File: src/rtl/rv32_fetch_unit.sv
// RV32I instruction fetch stage: owns the fetch PC, issues in-order word reads,
// buffers returned instructions and redirects on taken branches/jumps.
module rv32_fetch_unit #(
    parameter logic [31:0] RESET_PC = 32'h0000_0000,
    parameter int          DEPTH    = 2,
    parameter logic [31:0] NOP_INST = 32'h0000_0013
) (
    input  logic        i_clk,
    input  logic        i_rst_n,
    output logic        o_imem_req,
    output logic [31:0] o_imem_addr,
    input  logic        i_imem_gnt,
    input  logic        i_imem_rvalid,
    input  logic [31:0] i_imem_rdata,
    output logic        o_inst_valid,
    output logic [31:0] o_instruction,
    output logic [31:0] o_pc,
    output logic [31:0] o_pc_plus4,
    input  logic        i_inst_ready,
    input  logic        i_pc_sel,
    input  logic [31:0] i_alu_target
);

    localparam int PW = $clog2(DEPTH);
    localparam int CW = $clog2(DEPTH + 1);

    typedef enum logic {BOOT, FETCH} state_t;

    state_t        state;
    logic [31:0]   fetch_pc;
    logic [31:0]   resp_pc;
    logic [CW-1:0] out_cnt;
    logic [CW-1:0] out_next;
    logic [CW-1:0] drop_cnt;
    logic [CW-1:0] buf_cnt;
    logic [PW-1:0] head;
    logic [PW-1:0] tail;
    logic [31:0]   inst_mem [DEPTH];
    logic [31:0]   pc_mem   [DEPTH];

    logic          inst_valid;
    logic          consume;
    logic          redirect;
    logic          gnt_fire;
    logic          push;
    logic [31:0]   target;

    function automatic logic [PW-1:0] ptr_inc(input logic [PW-1:0] p);
        return (p == PW'(DEPTH - 1)) ? '0 : p + PW'(1);
    endfunction

    assign inst_valid = (buf_cnt != '0);
    assign consume    = inst_valid && i_inst_ready;
    assign redirect   = consume && i_pc_sel;
    assign target     = i_alu_target & 32'hFFFF_FFFC;

    // Credit only registered occupancy so the request never depends on a same-cycle pop.
    assign o_imem_req  = (state == FETCH) && ((int'(buf_cnt) + int'(out_cnt)) < DEPTH);
    assign o_imem_addr = fetch_pc;
    assign gnt_fire    = o_imem_req && i_imem_gnt;

    // A response landing in the redirect cycle is wrong-path by definition.
    assign push = i_imem_rvalid && (drop_cnt == '0) && !redirect;

    // NOTE: every signal assigned in always_comb gets a default first so no latch is inferred.
    always_comb begin
        out_next = out_cnt;
        if (gnt_fire && !i_imem_rvalid) begin
            out_next = out_cnt + CW'(1);
        end else if (!gnt_fire && i_imem_rvalid) begin
            out_next = out_cnt - CW'(1);
        end
    end

    // NOTE: sequential state uses non-blocking assignments so all registers update from pre-edge values.
    always_ff @(posedge i_clk or negedge i_rst_n) begin
        if (!i_rst_n) begin
            state    <= BOOT;
            fetch_pc <= RESET_PC;
            resp_pc  <= RESET_PC;
            out_cnt  <= '0;
            drop_cnt <= '0;
            buf_cnt  <= '0;
            head     <= '0;
            tail     <= '0;
        end else begin
            state   <= FETCH;
            out_cnt <= out_next;
            if (redirect) begin
                // Everything still in flight, including this cycle's grant, is stale.
                fetch_pc <= target;
                resp_pc  <= target;
                drop_cnt <= out_next;
                buf_cnt  <= '0;
                head     <= '0;
                tail     <= '0;
            end else begin
                if (gnt_fire) begin
                    fetch_pc <= fetch_pc + 32'd4;
                end
                if (i_imem_rvalid && (drop_cnt != '0)) begin
                    drop_cnt <= drop_cnt - CW'(1);
                end
                if (push) begin
                    tail    <= ptr_inc(tail);
                    resp_pc <= resp_pc + 32'd4;
                end
                if (consume) begin
                    head <= ptr_inc(head);
                end
                case ({push, consume})
                    2'b10:   buf_cnt <= buf_cnt + CW'(1);
                    2'b01:   buf_cnt <= buf_cnt - CW'(1);
                    default: buf_cnt <= buf_cnt;
                endcase
            end
        end
    end

    // NOTE: buffer storage has no reset; buf_cnt alone decides validity and the outputs mux it off when empty.
    always_ff @(posedge i_clk) begin
        if (push) begin
            inst_mem[tail] <= i_imem_rdata;
            pc_mem[tail]   <= resp_pc;
        end
    end

    assign o_inst_valid  = inst_valid;
    assign o_instruction = inst_valid ? inst_mem[head] : NOP_INST;
    assign o_pc          = inst_valid ? pc_mem[head] : resp_pc;
    assign o_pc_plus4    = o_pc + 32'd4;

endmodule

File: config.mk
export PLATFORM = sky130hd
export DESIGN_NAME = rv32_fetch_unit
export DESIGN_NICKNAME = d
export VERILOG_FILES = /design/src/rtl/rv32_fetch_unit.sv
export SDC_FILE = /design/constraint.sdc
export NUM_CORES = 1
export LEC_CHECK = 0
export ABC_AREA = 1
export CORE_ASPECT_RATIO = 2
export CORE_MARGIN = 4
export CORE_UTILIZATION = 48
export DETAILED_ROUTE_END_ITERATION = 12
export PLACE_DENSITY = 0.8
export RECOVER_POWER = 100
export SETUP_SLACK_MARGIN = 0.02
export SKIP_LAST_GASP = 1
export SLEW_MARGIN = 40
export SYNTH_ARGS = -nofsm -noshare
export SYNTH_HDL_FRONTEND = slang
export SYNTH_SLANG_ARGS = --single-unit
File: constraint.sdc
create_clock -name i_clk -period 4.1 [get_ports i_clk]
set_input_delay 0.82 -clock i_clk [delete_from_list [all_inputs] [get_ports i_clk]]
set_output_delay 0.82 -clock i_clk [all_outputs]
set_load 0.01 [all_outputs]
==> flow_summary.json <==
{
  "syn2layout_area_growth_pct": 24.6,
  "viasPerCell": 5.43,
  "cp_common_cell": "nand2_1",
  "drc": 0,
  "period_share_pct": 95.8,
  "dr_total_vias": 10294,
  "drive_above_1_share_pct": 9.17,
  "nets": 1676,
  "fin_skew_ps": 12.8,
  "grt_setup_unrepaired": "false",
  "end_kind": "primary output",
  "regToRegStartpoint": "buf_cnt[0]",
  "path_delay_family": "buffers and inverters",
  "critPathRequiredTime_ps": 3280,
  "place_inst": 1859,
  "htreeDepth": 4,
  "cp-start-kind": "flop",
  "drt-met1-wl_mm": 11.3,
  "fin_crit_ps": 3930,
  "dominantRegCellSynth": "edfxtp_1",
  "ant_nets": 0,
  "clk_path_buf_depth": 2,
  "grt_first_pass_wirelength_mm": 51.4,
  "synth_area_um2": 11100,
  "hold_path.startpoint": "resp_pc[31]",
  "crit_arrival_ps": 3110,
  "critPathSlowestCell": "dlygate4sd3_1",
  "holdPathStages": 0,
  "die_area_um2": 25800,
  "slew_headroom_pct": -53.4,
  "synthSimpleGateAreaFrac_pct": 34.3,
  "crit_type": "reg -> out",
  "multi_input_area_um2": 4910,
  "tns_ps": 0,
  "hold_violations": 0,
  "top_layer": "met4",
  "io_pins": 200,
  "cts_root_buf": "clkbuf_16",
  "die_h_um": 223,
  "dp.final_hpwl_mm": 24.7,
  "grt_max_degree": 40,
  "maxCapViolations": 2,
  "drtPass1Iterations": 6,
  "port_buffers": 191,
  "first_global_vias": 10259,
  "cp_num_buf_inv": 3,
  "worstReg2RegEnd": "o_imem_addr[9]",
  "synth_mux_area_share_pct": 0,
  "layout_commonest_cell": "nand2_1",
  "peakVddDrop_v": 0.000445,
  "fmax_mhz": 255,
  "synth-xor-area-share_pct": 2.44,
  "ff2ff_setup_slack_ps": 500,
  "ys_seq_elements": 193,
  "routed_wl_mm": 32.9,
  "rows": 78,
  "ys_seq_area_share_pct": 49.0,
  "gp_congestion": 0.940,
  "cts_buffers": 17,
  "cts_tree": "yes",
  "fin_util_pct": 60.9,
  "area.sequential_um2": 5450,
  "wl_met2_mm": 17.4,
  "failed_checks": "capacitance limit, slew limit",
  "critical-path-max-stage-delay_ps": 610,
  "synth-edff-count": 124,
  "n_fill_cell": 1982,
  "leakagePower_nw": 5.94,
  "worstMarginPinSlew_ps": 2300,
  "clock_sinks": 193,
  "antenna_found_initial": 2,
  "synthCells": 1407,
  "hp-class": "reg -> reg",
  "hold_buffers": 0,
  "synth_adder_area_share_pct": 0.630,
  "wl_met3_mm": 1.84,
  "final_cell_mix": "nand2_1 (518), nor2_1 (135), dlygate4sd3_1 (129)",
  "path_clk_slew_ps": 70,
  "r2r_cells": 9,
  "worstPathCellList": "inv_8 > buf_6 > nand2_1 > nand2_1 > nand2_1 > nand2_2 > nand2_2 > nor2_2 > nand2_1 > nor2_2 > nand3_1 > nand2_1 > dlygate4sd3_1",
  "clkLatencyLatePin_ps": 450,
  "synth_top_family_by_area": "simple AND/OR/NAND/NOR gates",
  "async_flop_share_pct": 35.8,
  "slew_viol_final": 77,
  "drt_iter0_markers": 744,
  "floorplan.initialDensity_pct": 48.9,
  "p_per_area_nw_per_um2": 764,
  "core_um2": 22700,
  "synth_compound_area_share_pct": 6.55,
  "stdcell_count": 1896,
  "critPathMaxFanout": 33,
  "outcome": "finished with violations",
  "setup_viol": 0,
  "fp.dieW_um": 116,
  "avgSynthCellArea_um2": 7.90,
  "wl_per_cell_um": 17.4,
  "grt_util_all_layers_pct": 25.6,
  "hold_end": "pc_mem[0][31]",
  "grt-ovfl-total": 0,
  "yosys_warnings": 0,
  "synth.distinct_cells": 46
}
## routing by layer
metal / vias up / track usage, %
met5: - / 0
met4: 0 / 17.6
met3: 132 / 3.83
met2: 454 / 45.5
met1: 4779 / 27.1
li1: 4929 / -
## worst register-to-register path: stages, from the launching register on
cell,delay (ps)
dfrtp_1,450
nor2_4,350
buf_8,310
nor2_1,150
nand2_1,210
clkbuf_1,1340
o21ai_0,310
inv_1,170
o22ai_1,80
a22oi_1,140
## sequential cells by signal, indices dropped and copies added, names as in the netlist
register and cells:
buf_cnt 2, drop_cnt 2, tail 1, pc_mem 60, out_cnt 2, state 1, o_imem_addr 30, resp_pc 30
inst_mem 64, head 1
## how the worst max path moves through the flow
stage	from	endpoint	slack, ps	depth (start not counted)
finish	head	o_pc_plus4[29]	170	13
global route	head	o_pc_plus4[30]	10	13
CTS	buf_cnt[0]	o_pc_plus4[27]	30	11
detailed placement	head	o_pc_plus4[27]	400	13
global placement	head	o_pc_plus4[26]	420	13
floorplan	i_imem_rvalid	inst_mem[0][0]	750	4
## area by class of cell
cell class | count | share of cell area, %
multi-input cells | 1047 | 35.4
clock inverters | 14 | 0.993
inverters | 124 | 3.41
well taps | 280 | 2.53
repair buffers | 218 | 15.1
flip-flops and latches | 193 | 39.4
diodes | 2 | 0.0361
clock buffers | 18 | 3.10
## cell usage after synthesis (2+ instances only)
| master | count | area [um^2] |
|---|---|---|
| a21oi_1 | 66 | 330 |
| edfxtp_1 | 124 | 3720 |
| a22oi_1 | 5 | 37.5 |
| nor3_1 | 18 | 90.1 |
| inv_2 | 6 | 22.5 |
| buf_6 | 7 | 78.8 |
| buf_4 | 13 | 97.6 |
| xnor2_1 | 6 | 52.6 |
| nor2_4 | 5 | 56.3 |
| nor2_2 | 27 | 169 |
| ha_1 | 4 | 50.1 |
| clkbuf_1 | 6 | 22.5 |
| conb_1 | 2 | 7.51 |
| xor2_1 | 25 | 219 |
| nand3b_1 | 8 | 60.1 |
| nand2_4 | 5 | 56.3 |
| buf_2 | 14 | 70.1 |
| o31ai_1 | 2 | 15.0 |
| dfrtp_1 | 69 | 1730 |
| o211ai_1 | 15 | 113 |
| nand2_1 | 517 | 1940 |
| or2_2 | 2 | 12.5 |
| nor2_1 | 134 | 503 |
| a31oi_1 | 8 | 50.1 |
| nand4_1 | 14 | 87.6 |
| buf_1 | 7 | 26.3 |
| o21bai_1 | 3 | 22.5 |
| nand3_1 | 96 | 480 |
| o21ai_0 | 21 | 105 |
| nand2_2 | 46 | 288 |
| o22ai_1 | 2 | 12.5 |
| inv_1 | 116 | 435 |
## power by group
group / internal, W / leakage (nW) / switching, W
registers: 0.00261 / 1.94 / 0.000564
clock network: 0.000808 / 0.274 / 0.000796
logic: 0.00231 / 3.72 / 0.00350
total: 0.00573 / 5.94 / 0.00486
## metrics by stage
step	hold WS, ps	power (W)	cell area, um^2	worst slack (ps)
finish	512	0.0106	13900	173
CTS	355	0.0108	13900	29.4
global route	522	0.0113	13900	14.9
floorplan	464	0.00650	11100	745
global placement	473	0.00903	13300	424
detailed placement	490	0.00918	13300	399
## cell families (layout without fill, tap and decap cells)
family | Yosys count | in the layout
buffers and inverters | 172 | 374
AND/OR/NAND/NOR | 877 | 877
other | 2 | 9
AO/OA/AOI/OAI | 127 | 127
adder cells (fa/ha/maj) | 5 | 5
flip-flops | 193 | 193
XOR/XNOR | 31 | 31
## timing repair
| item | in CTS | in global routing |
|---|---|---|
| endpoints found under the setup margin | 12 | 17 |
| resized for setup | 2 | 9 |
| buffers inserted | 1 | 2 |
(Power assumes the default switching activity.)
